`config.mk`:
```
export PLATFORM = sky130hd
export DESIGN_NAME = sub_seq48
export DESIGN_NICKNAME = d
export VERILOG_FILES = /design/src/rtl/ga_arith_pkg.sv /design/src/rtl/sub_slice.sv /design/src/rtl/sub_seq48.sv
export SDC_FILE = /design/constraint.sdc
export NUM_CORES = 1
export LEC_CHECK = 0
export ABC_AREA = 1
export CORE_ASPECT_RATIO = 0.8
export CORE_UTILIZATION = 50
export CTS_BUF_LIST = sky130_fd_sc_hd__clkbuf_2
export DETAILED_ROUTE_END_ITERATION = 8
export PLACE_DENSITY_LB_ADDON = 0.15
export RECOVER_POWER = 100
export SKIP_CTS_REPAIR_TIMING = 1
export SLEW_MARGIN = 30
export SYNTH_ARGS = -nofsm -noshare
export SYNTH_HDL_FRONTEND = slang
export SYNTH_SLANG_ARGS = --single-unit
```
`constraint.sdc`:
```
create_clock -name clk -period 3.06 [get_ports clk]
set_input_delay 0.306 -clock clk [delete_from_list [all_inputs] [get_ports clk]]
set_output_delay 0.306 -clock clk [all_outputs]
set_load 0.01 [all_outputs]
```
`src/rtl/ga_arith_pkg.sv`:
```
`default_nettype none
// ============================================================================
//  Module      : ga_arith_pkg
//  Description : Shared arithmetic defaults and FSM encoding for the
//                GeneticAlgorithm datapath arithmetic blocks.
//  Revision    : 1.0 - initial release
// ============================================================================
package ga_arith_pkg;

    localparam int DATA_W  = 48;
    localparam int SLICE_W = 16;

    // Sequential arithmetic unit control states
    typedef enum logic [0:0] {
        IDLE = 1'b0,
        RUN  = 1'b1
    } state_e;

endpackage : ga_arith_pkg
`default_nettype wire

```
`src/rtl/sub_slice.sv`:
```
`default_nettype none
// ============================================================================
//  Module      : sub_slice
//  Description : Combinational W-bit borrow slice: {B_out, D} = A - B - B_in.
//                Implemented as A + ~B + !B_in; borrow is the inverted carry.
//  Revision    : 1.0 - initial release
// ============================================================================
module sub_slice
    import ga_arith_pkg::*;
#(
    parameter int W = SLICE_W
) (
    input  logic [W-1:0] A,
    input  logic [W-1:0] B,
    input  logic         B_in,
    output logic [W-1:0] D,
    output logic         B_out
);

    logic [W:0] w_sum;

    // Add the one's complement of B; carry-in of 1 means no incoming borrow
    always_comb begin
        w_sum = {1'b0, A} + {1'b0, ~B} + {{W{1'b0}}, ~B_in};
        D     = w_sum[W-1:0];
        B_out = ~w_sum[W];
    end

endmodule : sub_slice
`default_nettype wire

```
`src/rtl/sub_seq48.sv`:
```
`default_nettype none
// ============================================================================
//  Module      : sub_seq48
//  Description : Multi-cycle DATA_W-bit subtractor. One SLICE_W borrow slice
//                is reused LSB-first, one slice per cycle, under a 2-state FSM.
//                Pulse handshake: sub_en starts, diff_vail flags the result.
//  Revision    : 1.0 - initial release
// ============================================================================
module sub_seq48
    import ga_arith_pkg::*;
#(
    parameter int DATA_W  = ga_arith_pkg::DATA_W,
    parameter int SLICE_W = ga_arith_pkg::SLICE_W
) (
    input  logic              clk,
    input  logic              rst,
    input  logic [DATA_W-1:0] operand1,
    input  logic [DATA_W-1:0] operand2,
    input  logic              sub_en,
    output logic [DATA_W-1:0] diff,
    output logic              diff_vail,
    output logic              borrow_out,
    output logic              overflow,
    output logic              busy
);

    localparam int NUM_SLICES = DATA_W / SLICE_W;
    localparam int IDX_W      = (NUM_SLICES > 1) ? $clog2(NUM_SLICES) : 1;
    localparam logic [IDX_W-1:0] LAST_IDX = IDX_W'(NUM_SLICES - 1);

    state_e              state_q;
    logic [IDX_W-1:0]    idx_q;
    logic                borrow_q;
    logic [DATA_W-1:0]   op1_q;
    logic [DATA_W-1:0]   op2_q;
    logic [DATA_W-1:0]   part_q;
    logic [DATA_W-1:0]   diff_q;
    logic                vail_q;
    logic                bout_q;
    logic                ovf_q;

    logic [SLICE_W-1:0]  w_sa;
    logic [SLICE_W-1:0]  w_sb;
    logic [SLICE_W-1:0]  w_sd;
    logic                w_sbout;
    logic [DATA_W-1:0]   part_d;

    // Select the operand slices addressed by the current index
    always_comb begin
        w_sa = op1_q[idx_q*SLICE_W +: SLICE_W];
        w_sb = op2_q[idx_q*SLICE_W +: SLICE_W];
    end

    sub_slice #(
        .W (SLICE_W)
    ) u_slice (
        .A     (w_sa),
        .B     (w_sb),
        .B_in  (borrow_q),
        .D     (w_sd),
        .B_out (w_sbout)
    );

    // Partial result with the current slice merged in
    always_comb begin
        part_d = part_q;
        part_d[idx_q*SLICE_W +: SLICE_W] = w_sd;
    end

    // Control FSM, operand capture and registered result outputs
    always_ff @(posedge clk) begin
        if (rst) begin
            state_q  <= IDLE;
            idx_q    <= '0;
            borrow_q <= 1'b0;
            op1_q    <= '0;
            op2_q    <= '0;
            part_q   <= '0;
            diff_q   <= '0;
            vail_q   <= 1'b0;
            bout_q   <= 1'b0;
            ovf_q    <= 1'b0;
        end else begin
            vail_q <= 1'b0;
            case (state_q)
                IDLE: begin
                    if (sub_en) begin
                        op1_q    <= operand1;
                        op2_q    <= operand2;
                        idx_q    <= '0;
                        borrow_q <= 1'b0;
                        state_q  <= RUN;
                    end
                end
                RUN: begin
                    part_q   <= part_d;
                    borrow_q <= w_sbout;
                    idx_q    <= idx_q + IDX_W'(1);
                    if (idx_q == LAST_IDX) begin
                        diff_q  <= part_d;
                        bout_q  <= w_sbout;
                        // Signed overflow: operands of opposite sign and the
                        // result sign disagrees with the minuend
                        ovf_q   <= (op1_q[DATA_W-1] != op2_q[DATA_W-1]) &&
                                   (w_sd[SLICE_W-1] != op1_q[DATA_W-1]);
                        vail_q  <= 1'b1;
                        state_q <= IDLE;
                    end
                end
                default: state_q <= IDLE;
            endcase
        end
    end

    assign diff       = diff_q;
    assign diff_vail  = vail_q;
    assign borrow_out = bout_q;
    assign overflow   = ovf_q;
    assign busy       = (state_q == RUN);

endmodule : sub_seq48
`default_nettype wire

```
==> flow_metrics.py <==
metrics = {
    "run_status": {
        "run_status": "finished, final reports clean",
    },
    "place": {
        "routabilityCongestion": 0.884,
        "placed_wire_length_estimate_after_detailed_placement_um": 18300,
        "buffer_ports.inserted": 150,
        "numPlacedInstances": 1688,
    },
    "setup_path": {
        "worst_path_buffer_plus_inverter_count": 3,
        "crit_family": "simple AND/OR/NAND/NOR gates",
        "worst_path_class_setup": "reg -> reg",
        "worstPathMaxFanout": 21,
        "worstSetupStartpointType": "register",
        "worstSetupEndpointType": "register",
        "critical_path.reg2reg.endpoint": "part_q[37]",
        "worstReg2RegStart": "idx_q[0]",
        "worst_ep_arrival_time_ns": 3.71,
        "cpMaxStageDelayCell": "sky130_fd_sc_hd__dfxtp_2",
        "required_ns": 3.83,
        "worst_path_largest_cell_delay_ns": 0.41,
        "critical_path.startpoint": "idx_q[0]",
        "reg2reg_slack_ns": 0.13,
        "reg2regPathDepth": 13,
        "cells_along_the_critical_path": "buf_4 -> o21ai_0 -> a2bb2oi_1 -> ha_1 -> or2_1 -> nand3b_1 -> nand2_1 -> xor2_1 -> clkbuf_1 -> nand3_1 -> nand2_1 -> o21ai_0 -> inv_1",
        "cp_num_cells": 13,
    },
    "yosys": {
        "synth_compound_gate_area_share_pct": 16.0,
        "post_synth_instance_area_sq_mm": 0.00925,
        "dominant_combinational_cell_family_by_area_after_synthesis": "simple AND/OR/NAND/NOR gates",
        "synth.area.mux_share_pct": 0,
        "synth.ff_latch_count": 199,
        "synth-xor-area-share_pct": 0.663,
        "ys.warnings.count": 0,
        "post_synth_fa_ha_maj_area_fraction_pct": 3.14,
        "yosys.cell_types.count": 37,
        "synth_edf_count": 0,
        "synth_largest_area_cell": "sky130_fd_sc_hd__dfxtp_1",
        "postSynthNetCount": 1481,
        "synthFlopType": "sky130_fd_sc_hd__dfxtp_1",
        "area_share_of_the_largest_cell_type_after_synthesis_pct": 43.1,
        "postSynthAreaPerCell_sq_um": 6.80,
        "synth.area.top_cells": "sky130_fd_sc_hd__dfxtp_1 (43%), sky130_fd_sc_hd__nand2_1 (12%), sky130_fd_sc_hd__nor2_1 (12%)",
        "synthCells": 1360,
        "synth.top_cells.by_count": "sky130_fd_sc_hd__nand2_1 (298), sky130_fd_sc_hd__nor2_1 (292), sky130_fd_sc_hd__dfxtp_1 (199)",
        "most_repeated_cell_in_the_gate_level_netlist_after_synthesis": "sky130_fd_sc_hd__nand2_1",
        "async_reset_ff_share_pct": 0,
        "synthSimpleGateAreaFrac_pct": 28.2,
        "yosysSeqAreaShare_pct": 43.1,
    },
    "cts": {
        "tritoncts": "done",
        "cts-htree-levels": 4,
        "clock_insertion_delay_worst_skew_ns": 0.80,
        "cts_num_sinks": 199,
        "root_buffer": "sky130_fd_sc_hd__clkbuf_2",
        "cts.path.max_buffers": 2,
        "cts-buffers-inserted": 17,
        "clk_pin_slew_worst_paths_ns": 0.30,
    },
    "hold_path": {
        "min-delay-start": "operand1[38]",
        "worst_hold_path.endpoint": "op1_q[38]",
        "min_delay_path_depth": 3,
        "hold_path_class": "in -> reg",
    },
    "timing": {
        "grt_setup_unrepaired": "false",
        "finalSetupTns_ns": 0,
        "slew-limit-headroom_pct": 12.3,
        "f_max_mhz": 341,
        "setup_violations": 0,
        "finalCritPeriodShare_pct": 95.9,
        "final-hold-violation-count": 0,
        "finClkSkew_ns": 0.0361,
        "final.min_clock_period_ns": 2.93,
        "report.final.slew_viol_count": 0,
        "worstMarginPinSlew_ns": 1.32,
    },
    "power": {
        "power.density_mw_per_mm2": 536,
        "leakagePower_nw": 5.55,
        "vdd_ir_drop_max_v": 0.000266,
    },
    "layout": {
        "finish.cell_count_without_fillers": 1732,
        "filler_cell_count": 1687,
        "multi_input_area_sq_mm": 0.00446,
        "number_of_nets_in_the_final_layout": 1610,
        "area_growth_pct": 22.3,
        "layout-drive-gt1-share_pct": 4.73,
        "regArea_sq_mm": 0.00399,
        "number_of_diodes_added_for_antenna_fixing": 0,
    },
    "global_routing": {
        "antenna_found_initial": 0,
        "first_global_vias": 8240,
        "globalRouteTotalUtil_pct": 27.9,
        "global_route_wire_length_before_repair_um": 41500,
        "grt_remaining_overflow": 0,
        "pin_count_of_the_biggest_net_entering_global_routing": 100,
    },
    "die": {
        "die_area_sq_mm": 0.0190,
        "fp.dieW_um": 154,
        "start_util_pct": 51.1,
        "ioPinCount": 151,
        "chipHeight_um": 124,
        "std_cell_rows": 44,
        "core_region_area_sq_mm": 0.0181,
    },
    "detailed_routing": {
        "detail_route_antenna_nets": 0,
        "drt_drc_violations_left": 0,
        "viasPerCell": 5.22,
        "drt-pass1-iter-count": 5,
        "drtIter0Drc": 801,
        "via_count": 9036,
        "drt_wl_total_um": 25900,
        "routed_wire_length_per_instance_um": 15.0,
    },
    "run": {
        "timing.max_cap.violations": 0,
    },
}
[metal layers]
layer	track usage, %	share of wire (%)	wire [um]	vias up
met5	0	0	0	-
met4	8.50	1.5	398	0
met3	5.60	6.7	1730	34
met2	42.6	43	11000	276
met1	39.8	49	12800	4155
li1	-	-	-	4571
[layout by cell type (no fill, tap or decap), types with 3 or more instances in the layout]
| master | instances |
|---|---|
| sky130_fd_sc_hd__a21oi_1 | 35 |
| sky130_fd_sc_hd__a22o_1 | 10 |
| sky130_fd_sc_hd__a22oi_1 | 6 |
| sky130_fd_sc_hd__a2bb2oi_1 | 15 |
| sky130_fd_sc_hd__and2_0 | 3 |
| sky130_fd_sc_hd__buf_4 | 18 |
| sky130_fd_sc_hd__bufinv_16 | 3 |
| sky130_fd_sc_hd__clkbuf_1 | 5 |
| sky130_fd_sc_hd__clkbuf_2 | 19 |
| sky130_fd_sc_hd__clkdlybuf4s50_1 | 97 |
| sky130_fd_sc_hd__clkinv_2 | 3 |
| sky130_fd_sc_hd__clkinv_4 | 3 |
| sky130_fd_sc_hd__dfxtp_1 | 198 |
| sky130_fd_sc_hd__dlygate4sd3_1 | 63 |
| sky130_fd_sc_hd__ha_1 | 20 |
| sky130_fd_sc_hd__inv_1 | 124 |
| sky130_fd_sc_hd__inv_2 | 3 |
| sky130_fd_sc_hd__inv_8 | 3 |
| sky130_fd_sc_hd__nand2_1 | 298 |
| sky130_fd_sc_hd__nand3_1 | 47 |
| sky130_fd_sc_hd__nand4_1 | 5 |
| sky130_fd_sc_hd__nor2_1 | 290 |
| sky130_fd_sc_hd__nor3_1 | 3 |
| sky130_fd_sc_hd__o211ai_1 | 8 |
| sky130_fd_sc_hd__o21ai_0 | 171 |
| sky130_fd_sc_hd__o21ai_1 | 10 |
| sky130_fd_sc_hd__o22ai_1 | 8 |
| sky130_fd_sc_hd__xor2_1 | 4 |
[final cells by class]
class | instances | share of cell area [%]
multi-input combinational | 954 | 39.4
clock inverter | 15 | 1.68
sequential | 199 | 35.2
timing repair buffer | 189 | 16.1
tap | 230 | 2.54
clock buffer | 17 | 0.752
inverter | 128 | 4.25
[registers in the layout (all words and copies together), names as in the netlist]
register and count:
op2_q 48, busy 1, diff_vail 1, idx_q 2, overflow 1, borrow_q 1
op1_q 48, borrow_out 1, diff 48, part_q 48
[per-stage QoR]
step           setup WS (ns)  util, %  cell area, sq um  hold slack (ns)  power, W
2_1_floorplan          0.217        -              9250            0.429   0.00401
3_3_place_gp           0.274     60.4             10900            0.438   0.00458
3_5_place_dp           0.204     60.4             10900            0.439   0.00461
4_1_cts                0.178     61.9             11200          -0.0517   0.00604
5_1_grt              0.00278     62.5             11300          0.00109   0.00640
6_report               0.127     62.5             11300           0.0404   0.00606
[where the power goes]
part	switching [W]	internal, W	leakage, nW
logic	0.00111	0.000642	3.75
registers	0.0000910	0.00277	1.64
clock network	0.000966	0.000480	0.164
[kinds of logic after synthesis]
kind of cell,Yosys count
AOI/OAI and AO/OA,266
xor gates and xnor gates,7
adders and majority gates,22
buffers and inverters,207
DFF,199
and+or+nand+nor,659
[worst reg2reg max path, cell delays in order (launching register included)]
cell and delay, ns:
sky130_fd_sc_hd__dfxtp_2 0.41, sky130_fd_sc_hd__buf_4 0.20, sky130_fd_sc_hd__o21ai_0 0.35, sky130_fd_sc_hd__a2bb2oi_1 0.31
sky130_fd_sc_hd__ha_1 0.32, sky130_fd_sc_hd__or2_1 0.26, sky130_fd_sc_hd__nand3b_1 0.10, sky130_fd_sc_hd__nand2_1 0.10
sky130_fd_sc_hd__xor2_1 0.14, sky130_fd_sc_hd__clkbuf_1 0.33, sky130_fd_sc_hd__nand3_1 0.15, sky130_fd_sc_hd__nand2_1 0.13
sky130_fd_sc_hd__o21ai_0 0.08, sky130_fd_sc_hd__inv_1 0.08
[how the worst max path moves through the flow]
stage | to | slack (ns)
after CTS | part_q[8] | 0.18
after detailed placement | part_q[8] | 0.20
after global routing | part_q[40] | 0.003
after global placement | diff[39] | 0.27
after floorplan | part_q[6] | 0.22
final | part_q[37] | 0.13
(Power assumes the default switching activity.)
